## src/rtl/ram_port_arbiter.sv

```systemverilog
// ram_port_arbiter: shares one single-port synchronous RAM between two
// requesters with round-robin arbitration. The winning command is registered
// onto the RAM pins. Read data comes back from the RAM two cycles after the
// grant and is flagged to the requester that issued the read.
//
// Optional feature: define RAM_ARB_CLEAR_EN to add an INIT state. After every
// reset, INIT writes zero to every RAM word before any grant is given. When the
// macro is not defined, the block goes straight to RUN and busy stays low.

module ram_port_arbiter #(
   parameter int AW = 2,
   parameter int DW = 2
) (
   input  logic          clk,
   input  logic          rst,
   input  logic          req0,
   input  logic          req1,
   input  logic          we0,
   input  logic          we1,
   input  logic [AW-1:0] addr0,
   input  logic [AW-1:0] addr1,
   input  logic [DW-1:0] din0,
   input  logic [DW-1:0] din1,
   output logic          gnt0,
   output logic          gnt1,
   output logic          rvalid0,
   output logic          rvalid1,
   output logic [DW-1:0] rdata0,
   output logic [DW-1:0] rdata1,
   output logic          busy,
   output logic          ram_we,
   output logic [AW-1:0] ram_addr,
   output logic [DW-1:0] ram_din,
   input  logic [DW-1:0] ram_dout
);

   localparam int DEPTH = 2 ** AW;

   logic          run;
   logic          clr_issue;
   logic [AW-1:0] clr_addr;
   logic          last;
   logic          win0;
   logic          win1;
   logic          rd_tag0;
   logic          rd_tag1;

`ifdef RAM_ARB_CLEAR_EN
   typedef enum logic {
      ST_INIT = 1'b0,
      ST_RUN  = 1'b1
   } state_t;

   // The sweep counter has one extra bit, so it can reach DEPTH without wrapping.
   localparam logic [AW:0] CLR_END = (AW+1)'(DEPTH);

   state_t        state;
   state_t        state_nxt;
   logic [AW:0]   clr_cnt;
   logic [AW:0]   clr_cnt_nxt;

   // State and sweep-counter register. Reset always restarts the clear sweep.
   always_ff @(posedge clk or negedge rst) begin
      if (!rst) begin
         state   <= ST_INIT;
         clr_cnt <= '0;
      end else begin
         state   <= state_nxt;
         clr_cnt <= clr_cnt_nxt;
      end
   end

   // INIT issues one clear write per cycle. It moves to RUN once the counter
   // has passed the last word, which is one cycle after the final write.
   always_comb begin
      state_nxt   = state;
      clr_cnt_nxt = clr_cnt;
      clr_issue   = 1'b0;
      run         = 1'b0;
      case (state)
         ST_INIT: begin
            if (clr_cnt < CLR_END) begin
               clr_issue   = 1'b1;
               clr_cnt_nxt = clr_cnt + (AW+1)'(1);
            end else begin
               state_nxt = ST_RUN;
            end
         end
         ST_RUN: begin
            run = 1'b1;
         end
         default: begin
            state_nxt = ST_INIT;
         end
      endcase
   end

   assign clr_addr = clr_cnt[AW-1:0];
   assign busy     = (state == ST_INIT);
`else
   assign run       = 1'b1;
   assign clr_issue = 1'b0;
   assign clr_addr  = '0;
   assign busy      = 1'b0;
`endif

   // Round-robin choice. A lone requester always wins. When both request,
   // the one that was not granted last time wins.
   always_comb begin
      win0 = 1'b0;
      win1 = 1'b0;
      if (req0 && req1) begin
         if (last) begin
            win0 = 1'b1;
         end else begin
            win1 = 1'b1;
         end
      end else begin
         win0 = req0;
         win1 = req1;
      end
   end

   // Grants are combinational. They are held off during reset and while not in RUN.
   assign gnt0 = rst & run & win0;
   assign gnt1 = rst & run & win1;

   // Pointer to the last granted requester. It only moves when a grant is given.
   always_ff @(posedge clk or negedge rst) begin
      if (!rst) begin
         last <= 1'b1;
      end else if (gnt0) begin
         last <= 1'b0;
      end else if (gnt1) begin
         last <= 1'b1;
      end
   end

   // RAM command register. Sources are, in order: the clear sweep, requester 0,
   // then requester 1. In an idle cycle only the write enable drops.
   always_ff @(posedge clk or negedge rst) begin
      if (!rst) begin
         ram_we   <= 1'b0;
         ram_addr <= '0;
         ram_din  <= '0;
      end else if (clr_issue) begin
         ram_we   <= 1'b1;
         ram_addr <= clr_addr;
         ram_din  <= '0;
      end else if (gnt0) begin
         ram_we   <= we0;
         ram_addr <= addr0;
         ram_din  <= din0;
      end else if (gnt1) begin
         ram_we   <= we1;
         ram_addr <= addr1;
         ram_din  <= din1;
      end else begin
         ram_we   <= 1'b0;
      end
   end

   // Two-stage read tag pipeline. The first stage follows the command onto
   // the RAM pins. The second stage lines up with the RAM's registered output.
   always_ff @(posedge clk or negedge rst) begin
      if (!rst) begin
         rd_tag0 <= 1'b0;
         rd_tag1 <= 1'b0;
         rvalid0 <= 1'b0;
         rvalid1 <= 1'b0;
      end else begin
         rd_tag0 <= gnt0 & ~we0;
         rd_tag1 <= gnt1 & ~we1;
         rvalid0 <= rd_tag0;
         rvalid1 <= rd_tag1;
      end
   end

   // Both requesters see the RAM output. The rvalid strobe tells each one when to take it.
   assign rdata0 = ram_dout;
   assign rdata1 = ram_dout;

endmodule

```

## config.mk

```make
export PLATFORM = sky130hd
export DESIGN_NAME = ram_port_arbiter
export DESIGN_NICKNAME = d
export VERILOG_FILES = /design/src/rtl/ram_port_arbiter.sv
export SDC_FILE = /design/constraint.sdc
export NUM_CORES = 1
export LEC_CHECK = 0
export ABC_AREA = 1
export BUFFER_PORTS_ARGS = -buffer_cell sky130_fd_sc_hd__clkbuf_2
export CORE_AREA = 3 3 40 42
export CTS_CLUSTER_SIZE = 10
export DETAILED_ROUTE_END_ITERATION = 6
export DIE_AREA = 0 0 43 45
export PLACE_DENSITY = 0.7
export SETUP_SLACK_MARGIN = 0.5
export SYNTH_ARGS = -nofsm -noshare
export SYNTH_HDL_FRONTEND = slang
export SYNTH_SLANG_ARGS = --single-unit
```

## constraint.sdc

```tcl
create_clock -name clk -period 1.3 [get_ports clk]
set_clock_uncertainty 0.15 [all_clocks]
set_input_delay 0.065 -clock clk [delete_from_list [all_inputs] [get_ports clk]]
set_output_delay 0.065 -clock clk [all_outputs]
set_load 0.005 [all_outputs]
```

==> summary.txt <==
Logic synthesis
  – Count of unique library cells instantiated by Yosys: 14
  – Syn avg cell area: 8.21 um2
  – Yosys top cell area share: 44.2%
  – Top post-synthesis cells by area: dfrtp_1 (44%), nand2_1 (12%), nand3_1 (7.9%)
  – Mapped cell area: 509 um2
  – FF+latch count, synth: 10
  – Sequential share of the synthesized area: 49.4%
  – Yosys warning total: 0
  – Mapped Cells: 62
  – Post-synthesis cell type with the largest combined area: dfrtp_1
  – Syn_nets: 78

Floorplan
  – Starting Density: 39.6%
  – DIE WIDTH: 43 um
  – Core ar.: 1280 um2
  – Die area: 1940 um2
  – Top Ports: 30
  – Die Ht: 45 um
  – Row count: 13

Detailed routing
  – Iter 0 DRT Violations: 8
  – Drt pass-1 iters: 2
  – Vias/cell: 4.35
  – ANT nets after route: 0
  – DRC: 0
  – Total Routed Length: 1190 um
  – Vias: 483
  – Wire per inst: 10.7 um

STA
  – Final Hold Vio Count: 8
  – Final hold slack: -0.0553 ns
  – RSZ-0062 raised after global routing: true
  – Endpoints failing setup: 5
  – Final Max Slew Viols: 0
  – Sum of negative setup slack: -0.193 ns
  – Achievable clock frequency: 722 MHz
  – Crit path setup slack, layout: -0.0852 ns
  – Fin crit period: 1.39 ns
  – Final worst path period share: 107%

Pwr
  – Switching portion of total power: 26.7%
  – Worst vdd ir: 667 uV
  – Seq pwr share: 42.4%
  – Static Leak: 0.000474 uW
  – Gate power share: 23.9%
  – PD cells: 1080 nW/um2
  – Power share of the clock group: 33.8%
  – Power Internal: 619 uW
  – Switch Pwr: 225 uW

Placement
  – Port bufs: 22
  – Post-DP HPWL: 811 um
  – Dpl ws: 0.160 ns
  – Routability Congestion: 0.698
  – # placed instances: 95

Hold path
  – Hold Path Class: input pin to flop

Global route
  – Largest net degree at the start of global routing: 10
  – Vias in the first global route: 443
  – Grt ovf: 0
  – Global-route wire length before repair: 1820 um
  – Total GRT Usage: 13.2%
  – Antenna violations before repair: 0

Outcome
  – Failing checks: hold timing, setup timing
  – Status: finished, violations left

Setup path
  – Required @ worst endpoint: 1.09 ns
  – Startpoint types: flop
  – CP max FO: 3
  – CP arrival: 1.17 ns
  – Element type at the critical path end: output pin
  – CP Class: flop to output pin

Cells and area
  – Most frequent cells in the layout: clkbuf_2 (20), nand2_1 (15), dfrtp_1 (9)
  – Final nets: 113
  – Layout Cells excl Fill: 111
  – Antenna diode count: 0
  – Commonest non-fill, non-tap cell in the layout: clkbuf_2
  – Fraction of layout cells with a size suffix above 1: 56.3%
  – Layout Area Growth over Synthesis: 53.3%

Flow run
  – Max Cap Viol: 0

Clock network
  – Clock transition at path regs: 0.07 ns
  – TritonCTS clock tree: built
  – Hold-fix buffers, CTS: 3
  – Root buffer cell: clkbuf_4
  – H-tree depth: 1
  – Clk buf depth: 2
  – Clk_lat worst skew: 0.27 ns
  – Num CTS Buffers: 3
  – Clock sinks: 10
power groups by stage:
| stage | Combinational, uW | Sequential (uW) | Clock [uW] |
|---|---|---|---|
| after floorplan | 84.3 | 364 | 0 |
| after global placement | 142 | 362 | 0 |
| after detailed placement | 144 | 363 | 0 |
| after CTS | 175 | 356 | 290 |
| after global routing | 222 | 359 | 306 |
| final | 201 | 358 | 285 |
logic make-up (layout without fill, tap and decap cells):
logic type / Yosys count / after routing / share of synthesized area [%]
buffers and inverters: 19 / 53 / 18.2
flip-flops: 10 / 10 / 49.4
AO/OA/AOI/OAI: 2 / 2 / 4.67
AND/OR/NAND/NOR: 30 / 30 / 27.0
other: 1 / 1 / 0.736
critical path, stage by stage (launching register included):
cell and delay [ns]:
dfstp_2 0.55, inv_4 0.05, o21bai_4 0.12, clkinv_2 0.08, clkbuf_2 0.11
per-layer routing:
metal	share of wire [%]	GRT usage, %
met1	42	14.3
met2	48	21.3
met3	6.5	3.59
met4	3.5	11.4
met5	0	0
flip-flops by register name, summed over array words and instances, names as in the netlist:
name      cells
ram_addr      2
rvalid0       1
ram_din       2
rvalid1       1
last          1
ram_we        1
rd_tag0       1
rd_tag1       1
synth_stat cells:
master and instances:
buf_4 5, clkinv_2 2, conb_1 1, dfrtp_1 9, dfstp_2 1, inv_1 6
inv_2 6, nand2_1 16, nand2_2 3, nand2_4 1, nand3_1 8, nor2_1 2
o21ai_1 1, o21bai_4 1
final timing paths:
check	from	end	slack (ns)	depth (start not counted)
worst max-delay path	last	gnt1	-0.09	4
worst min-delay path	addr1[0]	ram_addr[0]	-0.06	5
worst max register to register	last	ram_addr[0]	-0.02	7
worst min register to register	rd_tag1	rvalid1	0.21	0
max in group asynchronous	rst	ram_addr[0]	0.64	3
min in group asynchronous	rst	last	0.21	2
repair_timing:
action | in CTS | in global routing
setup buffers | 4 | 5
cloned | 0 | 0
resized for setup | 1 | 10
hold endpoints to repair | 21 | 8
pin swaps | 0 | 6
endpoints found under the setup margin | 17 | 17
area by class of cell:
class / count / area [um2]
clock buffers: 4 / 36.3
flip-flops and latches: 10 / 251
repair buffers: 35 / 226
multi-input cells: 33 / 190
well taps: 15 / 18.8
fillers: 120 / 504
inverters: 14 / 57.6
stage by stage:
| step | instance area [um2] | util [%] | total power, uW |
|---|---|---|---|
| final | 781 | 60.8 | 844 |
| after global routing | 781 | 60.8 | 887 |
| after CTS | 713 | 55.5 | 821 |
| after detailed placement | 613 | 47.7 | 507 |
| after global placement | 613 | 47.7 | 503 |
| after floorplan | 514 | - | 448 |
Power figures use the tool's default switching activity.
